--- config.mk ---
export PLATFORM = sky130hd
export DESIGN_NAME = jt51_slotreg
export DESIGN_NICKNAME = d
export VERILOG_FILES = /design/src/rtl/jt51_slotreg.sv
export SDC_FILE = /design/constraint.sdc
export NUM_CORES = 2
export LEC_CHECK = 0
export CAP_MARGIN = 30
export CORE_UTILIZATION = 35
export DETAILED_ROUTE_END_ITERATION = 10
export DONT_BUFFER_PORTS = 1
export PLACE_DENSITY = 0.59
export SKIP_LAST_GASP = 1
export SLEW_MARGIN = 20
export SYNTH_ARGS = -nofsm -noshare
export SYNTH_HDL_FRONTEND = slang
export SYNTH_SLANG_ARGS = --single-unit
--- constraint.sdc ---
create_clock -name clk -period 10.15 [get_ports clk]
set_clock_uncertainty 0.15 [all_clocks]
set_input_delay 2.03 -clock clk [delete_from_list [all_inputs] [get_ports clk]]
set_output_delay 2.03 -clock clk [all_outputs]
set_load 0.02 [all_outputs]
--- src/rtl/jt51_slotreg.sv ---
// jt51_slotreg
// Time-multiplexed operator/channel register file for the FM core.
// A slot counter visits every {op,ch} slot once per sample. The operator
// register of the current slot and the channel register of its channel are
// presented in step with the counter. Host writes are masked
// read-modify-write operations held pending until the target slot comes round.
//
// Optional feature: define JT51_SLOTREG_RDBK_EN to build the readback port.
// Without it, rd_data/rd_valid are tied to zero and the rd_* inputs are unused.
//
// Ports
//   clk, rst_n           clock, asynchronous active-low reset
//   cen                  slot-advance enable
//   wr_req/sel/op/ch     write request (level) and target; sel=1 -> channel reg
//   wr_mask, wr_data     per-bit enable and data, LSB-aligned
//   busy, wr_ack         write pending / one-clk commit pulse
//   rd_req/sel/op/ch     readback request and target (same encoding as write)
//   rd_data, rd_valid    readback value (zero-extended) and one-clk strobe
//   cur_slot, cur_op     slot currently presented and its operator field
//   zero                 high while cur_slot == 0
//   op_dout, ch_dout     operator / channel register of the current slot
//
// Handshake: a request is taken in any clk where *_req is high and no request
// of the same kind is pending; requests arriving while one is pending are
// dropped (no queueing, no ack). Completion is signalled by a one-clk pulse.
module jt51_slotreg #(
  parameter int CH  = 8,
  parameter int OPS = 4,
  parameter int OPW = 42,
  parameter int CHW = 26,
  localparam int SLOTS = CH * OPS,
  localparam int SW    = $clog2(SLOTS),
  localparam int CW    = $clog2(CH),
  localparam int OW    = (OPS > 1) ? $clog2(OPS) : 1,
  localparam int DW    = (OPW > CHW) ? OPW : CHW
) (
  input  logic          clk,
  input  logic          rst_n,
  input  logic          cen,
  input  logic          wr_req,
  input  logic          wr_sel,
  input  logic [OW-1:0] wr_op,
  input  logic [CW-1:0] wr_ch,
  input  logic [DW-1:0] wr_mask,
  input  logic [DW-1:0] wr_data,
  output logic          busy,
  output logic          wr_ack,
  input  logic          rd_req,
  input  logic          rd_sel,
  input  logic [OW-1:0] rd_op,
  input  logic [CW-1:0] rd_ch,
  output logic [DW-1:0] rd_data,
  output logic          rd_valid,
  output logic [SW-1:0] cur_slot,
  output logic [OW-1:0] cur_op,
  output logic          zero,
  output logic [OPW-1:0] op_dout,
  output logic [CHW-1:0] ch_dout
);

  // Storage (not reset)
  logic [OPW-1:0] op_mem [SLOTS];
  logic [CHW-1:0] ch_mem [CH];

  // Slot counter and presented data
  logic [SW-1:0]  cur_slot_q, cur_slot_d, next_slot;
  logic           zero_q, zero_d;
  logic [OPW-1:0] op_dout_q, op_dout_d;
  logic [CHW-1:0] ch_dout_q, ch_dout_d;
  logic [CW-1:0]  cur_ch;

  // Pending write
  logic           busy_q, busy_d;
  logic           wr_sel_q, wr_sel_d;
  logic [OW-1:0]  wr_op_q, wr_op_d;
  logic [CW-1:0]  wr_ch_q, wr_ch_d;
  logic [DW-1:0]  wr_mask_q, wr_mask_d;
  logic [DW-1:0]  wr_data_q, wr_data_d;
  logic           wr_ack_q, wr_ack_d;
  logic           wr_hit;
  logic [OPW-1:0] op_wr_val;
  logic [CHW-1:0] ch_wr_val;

  // Op target hits on the exact {op,ch} slot; channel target hits on the
  // first slot whose channel field matches. With OPS=1 the op field is
  // truncated away and the slot index is just the channel.
  function automatic logic slot_hit(input logic          sel,
                                    input logic [OW-1:0] op,
                                    input logic [CW-1:0] ch,
                                    input logic [SW-1:0] slot);
    if (sel) return slot[CW-1:0] == ch;
    else     return slot == SW'({op, ch});
  endfunction

  assign cur_ch = cur_slot_q[CW-1:0];

  always_comb begin
    cur_slot_d = cur_slot_q;
    zero_d     = zero_q;
    op_dout_d  = op_dout_q;
    ch_dout_d  = ch_dout_q;
    busy_d     = busy_q;
    wr_sel_d   = wr_sel_q;
    wr_op_d    = wr_op_q;
    wr_ch_d    = wr_ch_q;
    wr_mask_d  = wr_mask_q;
    wr_data_d  = wr_data_q;

    next_slot = (cur_slot_q == SW'(SLOTS - 1)) ? '0 : cur_slot_q + SW'(1);
    wr_hit    = busy_q && cen && slot_hit(wr_sel_q, wr_op_q, wr_ch_q, cur_slot_q);
    wr_ack_d  = wr_hit;

    // Prefetch the next slot's registers so the outputs line up with
    // cur_slot. The committing slot is never the prefetched one, so a write
    // becomes visible only when its slot comes round again.
    if (cen) begin
      cur_slot_d = next_slot;
      zero_d     = (next_slot == '0);
      op_dout_d  = op_mem[next_slot];
      ch_dout_d  = ch_mem[next_slot[CW-1:0]];
    end

    if (wr_hit) begin
      busy_d = 1'b0;
    end else if (!busy_q && wr_req) begin
      busy_d    = 1'b1;
      wr_sel_d  = wr_sel;
      wr_op_d   = wr_op;
      wr_ch_d   = wr_ch;
      wr_mask_d = wr_mask;
      wr_data_d = wr_data;
    end

    // Masked merge; mask bits above the register width are dropped here.
    op_wr_val = (op_mem[cur_slot_q] & ~wr_mask_q[OPW-1:0])
              | (wr_data_q[OPW-1:0] & wr_mask_q[OPW-1:0]);
    ch_wr_val = (ch_mem[cur_ch] & ~wr_mask_q[CHW-1:0])
              | (wr_data_q[CHW-1:0] & wr_mask_q[CHW-1:0]);
  end

  always_ff @(posedge clk or negedge rst_n) begin
    if (!rst_n) begin
      cur_slot_q <= '0;
      zero_q     <= 1'b1;
      op_dout_q  <= '0;
      ch_dout_q  <= '0;
      busy_q     <= 1'b0;
      wr_sel_q   <= 1'b0;
      wr_op_q    <= '0;
      wr_ch_q    <= '0;
      wr_mask_q  <= '0;
      wr_data_q  <= '0;
      wr_ack_q   <= 1'b0;
    end else begin
      cur_slot_q <= cur_slot_d;
      zero_q     <= zero_d;
      op_dout_q  <= op_dout_d;
      ch_dout_q  <= ch_dout_d;
      busy_q     <= busy_d;
      wr_sel_q   <= wr_sel_d;
      wr_op_q    <= wr_op_d;
      wr_ch_q    <= wr_ch_d;
      wr_mask_q  <= wr_mask_d;
      wr_data_q  <= wr_data_d;
      wr_ack_q   <= wr_ack_d;
    end
  end

  // RAM write port. Reset is async, so a reset mid-pending clears busy_q and
  // the write never reaches this block.
  always_ff @(posedge clk) begin
    if (wr_hit && !wr_sel_q) op_mem[cur_slot_q] <= op_wr_val;
    if (wr_hit &&  wr_sel_q) ch_mem[cur_ch]     <= ch_wr_val;
  end

`ifdef JT51_SLOTREG_RDBK_EN
  logic          rd_busy_q, rd_busy_d;
  logic          rd_sel_q, rd_sel_d;
  logic [OW-1:0] rd_op_q, rd_op_d;
  logic [CW-1:0] rd_ch_q, rd_ch_d;
  logic [DW-1:0] rd_data_q, rd_data_d;
  logic          rd_valid_q, rd_valid_d;
  logic          rd_hit;

  always_comb begin
    rd_busy_d  = rd_busy_q;
    rd_sel_d   = rd_sel_q;
    rd_op_d    = rd_op_q;
    rd_ch_d    = rd_ch_q;
    rd_data_d  = rd_data_q;
    rd_hit     = rd_busy_q && cen && slot_hit(rd_sel_q, rd_op_q, rd_ch_q, cur_slot_q);
    rd_valid_d = rd_hit;

    if (rd_hit) begin
      rd_busy_d = 1'b0;
      // RAM is read before the same-clk write lands, so a coincident write
      // to this slot is not seen.
      rd_data_d = rd_sel_q ? DW'(ch_mem[cur_ch]) : DW'(op_mem[cur_slot_q]);
    end else if (!rd_busy_q && rd_req) begin
      rd_busy_d = 1'b1;
      rd_sel_d  = rd_sel;
      rd_op_d   = rd_op;
      rd_ch_d   = rd_ch;
    end
  end

  always_ff @(posedge clk or negedge rst_n) begin
    if (!rst_n) begin
      rd_busy_q  <= 1'b0;
      rd_sel_q   <= 1'b0;
      rd_op_q    <= '0;
      rd_ch_q    <= '0;
      rd_data_q  <= '0;
      rd_valid_q <= 1'b0;
    end else begin
      rd_busy_q  <= rd_busy_d;
      rd_sel_q   <= rd_sel_d;
      rd_op_q    <= rd_op_d;
      rd_ch_q    <= rd_ch_d;
      rd_data_q  <= rd_data_d;
      rd_valid_q <= rd_valid_d;
    end
  end

  assign rd_data  = rd_data_q;
  assign rd_valid = rd_valid_q;
`else
  logic unused_rd;
  assign unused_rd = ^{rd_req, rd_sel, rd_op, rd_ch};
  assign rd_data   = '0;
  assign rd_valid  = 1'b0;
`endif

  assign cur_slot = cur_slot_q;
  assign cur_op   = OW'(cur_slot_q >> CW);
  assign zero     = zero_q;
  assign op_dout  = op_dout_q;
  assign ch_dout  = ch_dout_q;
  assign busy     = busy_q;
  assign wr_ack   = wr_ack_q;

endmodule

==> metrics.md <==
| Metric | Value |
|---|---|
| Fin. max-slew vios | `0` |
| Post-CTS Setup Bufs | `0` |
| Setup-failing EPs final | `0` |
| Clock power frac | `23.3%` |
| Die ar. | `0.225 mm²` |
| Core ar. | `0.222 mm²` |
| Max Cap Viol | `0` |
| Max Root-Sink Buffers | `3` |
| First-pass GRT wire length | `415 mm` |
| Crit Path Category | `flop to flop` |
| Syn Area/Cell | `14.0 µm²` |
| Gr busiest metal | `met2` |
| Worst vdd ir | `0.373 mV` |
| CTS buffer count | `175` |
| Crit. End Element | `flop` |
| DR vias/cell | `6.54` |
| CTS Root Cell | `clkbuf_16` |
| Worst endpoint required time | `10730 ps` |
| Via count | `56577` |
| Pint | `17.1 mW` |
| Drt pass-1 iters | `9` |
| Initial antenna violation count | `14` |
| Max frequency | `0.167 GHz` |
| Hold WC Path Type | `flop to flop` |
| GR Util met3 | `8.39%` |
| DRC | `0` |
| Worst-path fanout max | `50` |
| Status | `finished clean` |
| Per-cell routed wire length | `34.9 µm` |
| Sequential fraction of the synthesis area | `64.9%` |
| Gpl congestion | `0.883` |
| Fin crit period | `6000 ps` |
| RSZ-0062 raised after global routing | `no` |
| CP delay by family, top | `buffers and inverters` |
| Final period util | `59.1%` |
| Clock slew at reported path FFs | `60 ps` |
| Setup TNS | `0 ps` |
| PortBufs | `0` |
| Post-CTS Resized | `0` |
| CP Launch Type | `flop` |
| Ys async rst share | `9.66%` |
| Die W | `475 µm` |
| Placed wire-length estimate | `167 mm` |
| Vias in the first global route | `53523` |
| Global Route Usage Sum | `26.1%` |
| Final std cells w/o fill | `8648` |
| Starting density of the core | `35.2%` |
| Mapped Cells | `5585` |
| Leak Pwr | `28.7 nW` |
| Largest net degree at the start of global routing | `167` |
| PD cells | `324 mW/mm²` |
| Worst Path Arrival | `6580 ps` |
| Yosys warning total | `0` |
| Layout cells sized above 1 | `16.8%` |
| Cts hold-fix bufs | `0` |
| CP cell instances | `buf_4, clkinv_1, buf_4, ha_4, inv_1, a21oi_4, buf_4, buf_4, o2111ai_1, and4b_1, a211o_1` |
| Area grow syn2layout | `13.1%` |
| Met1 usage | `35.0%` |
| Placed Instances | `8302` |
| Main synth FF type | `edfxtp_1` |
| Largest stage delay on the critical path | `970 ps` |
| Worst relative slew slack | `22.9%` |
| Critical-path cell with the highest stage delay | `buf_4` |
| Post-DRT Antenna Nets | `0` |
| Crit path buf inv count | `6` |
| Clk_lat worst skew | `860 ps` |
| Most Frequent Cell on Critical Path | `buf_4` |
| CTS Sinks | `1718` |
| IO Pins | `222` |
| H-tree level count | `4` |
| Die height | `475 µm` |
| DR iter-0 viols | `9887` |
| GRT overflow | `0` |
| Net switching power | `11.5 mW` |
| CTS tree | `yes` |
| Comb power frac | `38.8%` |
| Netlist cell types | `73` |
| Core Rows | `173` |
| Met2 Usage GRT | `38.4%` |
| EDFF count, synth | `1552` |
| Final nets | `5623` |
| Synth Register Bits | `1718` |
| Sw Ratio | `40.2%` |
| Final Hold Fails | `0` |
| Slew @ Worst Pin | `1160 ps` |
| Final wirelength | `302 mm` |
| Post-Syn Area | `0.0782 mm²` |
| Share of power burned in registers | `37.8%` |
## metrics by stage
stage                     area (µm²)  hold slack (ps)  setup WS (ps)  power, mW  util (%)
after detailed placement       82300              340           4440       21.5      37.0
after floorplan                78300              322           3780       16.9         -
after global routing           88400              369           4240       29.3      39.8
final                          88400              355           4150       28.6      39.8
after global placement         81800              335           4440       21.3      36.8
after CTS                      88200              356           4440       28.2      39.7
## area by class of cell
class / instances / area [µm²]
antenna: 5 / 12.5
clock inverter: 85 / 1030
timing repair buffer: 224 / 2080
clock buffer: 243 / 4890
tap: 2975 / 3720
multi-input combinational: 3368 / 25800
sequential: 1718 / 50800
inverter: 30 / 115
fill: 20351 / 134000
## cells in the final DEF (no fill, tap or decap), types with 21 or more instances in the layout
master	n
a221oi_1	136
a22o_1	35
a31oi_1	72
o22ai_1	41
mux2i_1	360
buf_4	183
dfrtp_1	160
nand3_1	402
conb_1	43
nor2_4	25
nor3_2	27
mux2_2	195
clkinv_2	21
nand4_1	81
a21oi_1	174
inv_1	27
a22oi_1	237
and4b_1	25
a32oi_1	38
clkinv_1	28
o2111ai_1	129
nor2b_1	30
edfxtp_1	1552
mux4_2	163
nand2_1	536
clkbuf_1	47
o221ai_1	26
a211o_1	26
nor2_1	173
clkbuf_16	179
a221o_1	24
o21ai_0	147
## power by group through the flow
stage	Combinational (mW)	Clock (mW)	Sequential, mW
finish	11.1	6.68	10.8
global route	11.5	6.99	10.9
global placement	10.3	0	11.0
detailed placement	10.6	0	11.0
floorplan	6.35	0	10.6
CTS	10.6	6.72	10.8
## worst register-to-register path, stage by stage, from the launching register on
cell       delay (ps)
dfrtp_4           850
buf_4             700
clkinv_1          170
buf_4             390
ha_4              590
inv_1             240
a21oi_4           170
buf_4             720
buf_4            1000
o2111ai_1         320
and4b_1           330
a211o_1           290
## synthesized netlist by cell type (78+ instances only)
cell | number | area (µm²)
a21oi_1 | 192 | 961
a221oi_1 | 136 | 1190
a22oi_1 | 237 | 1780
a31oi_1 | 78 | 488
buf_2 | 148 | 741
clkbuf_1 | 252 | 946
dfrtp_1 | 165 | 4130
edfxtp_1 | 1552 | 46600
mux2_2 | 195 | 2200
mux2i_1 | 363 | 3630
mux4_2 | 163 | 3670
nand2_1 | 539 | 2020
nand3_1 | 402 | 2010
nand4_1 | 81 | 507
nor2_1 | 198 | 743
o2111ai_1 | 129 | 1130
o21ai_0 | 148 | 741
## final timing paths
kind                            cells past startpoint     startpoint  slack (ps)            end
worst max-delay path                               11    cur_slot[1]        4150    op_dout[15]
worst min-delay path                                1  wr_data_q[20]         350  wr_data_q[20]
worst max register to register                     11    cur_slot[1]        4150    op_dout[15]
worst min register to register                      1  wr_data_q[20]         350  wr_data_q[20]
max in group asynchronous                           0          rst_n        8610    op_dout[25]
min in group asynchronous                           0          rst_n         760  wr_data_q[41]
## cell families (layout without fill, tap and decap cells)
kind of cell             count (synthesis)  in the layout  share of synthesized area [%]
AO/OA/AOI/OAI                         1203           1203                           11.1
flip-flops                            1718           1718                           64.9
XOR/XNOR                                 8              8                         0.0992
buffers and inverters                  541            582                           3.16
multiplexers                           732            732                           12.5
other                                    1             48                        0.00480
AND/OR/NAND/NOR                       1377           1377                           8.11
adder cells (fa/ha/maj)                  5              5                         0.0800
## flip-flops by register name (all words and copies together) (netlist names), 3 cells and up
name       count
ch_dout       26
ch_mem       208
cur_slot       5
op_dout       42
op_mem      1344
wr_ch_q        3
wr_data_q     42
wr_mask_q     42
## routing by layer
layer,routed length (µm),vias to the layer above
li1,-,22183
met1,114000,28777
met2,129000,4807
met3,45000,800
met4,14000,10
met5,63,-
Note: power is estimated with default switching activity, not from simulation.
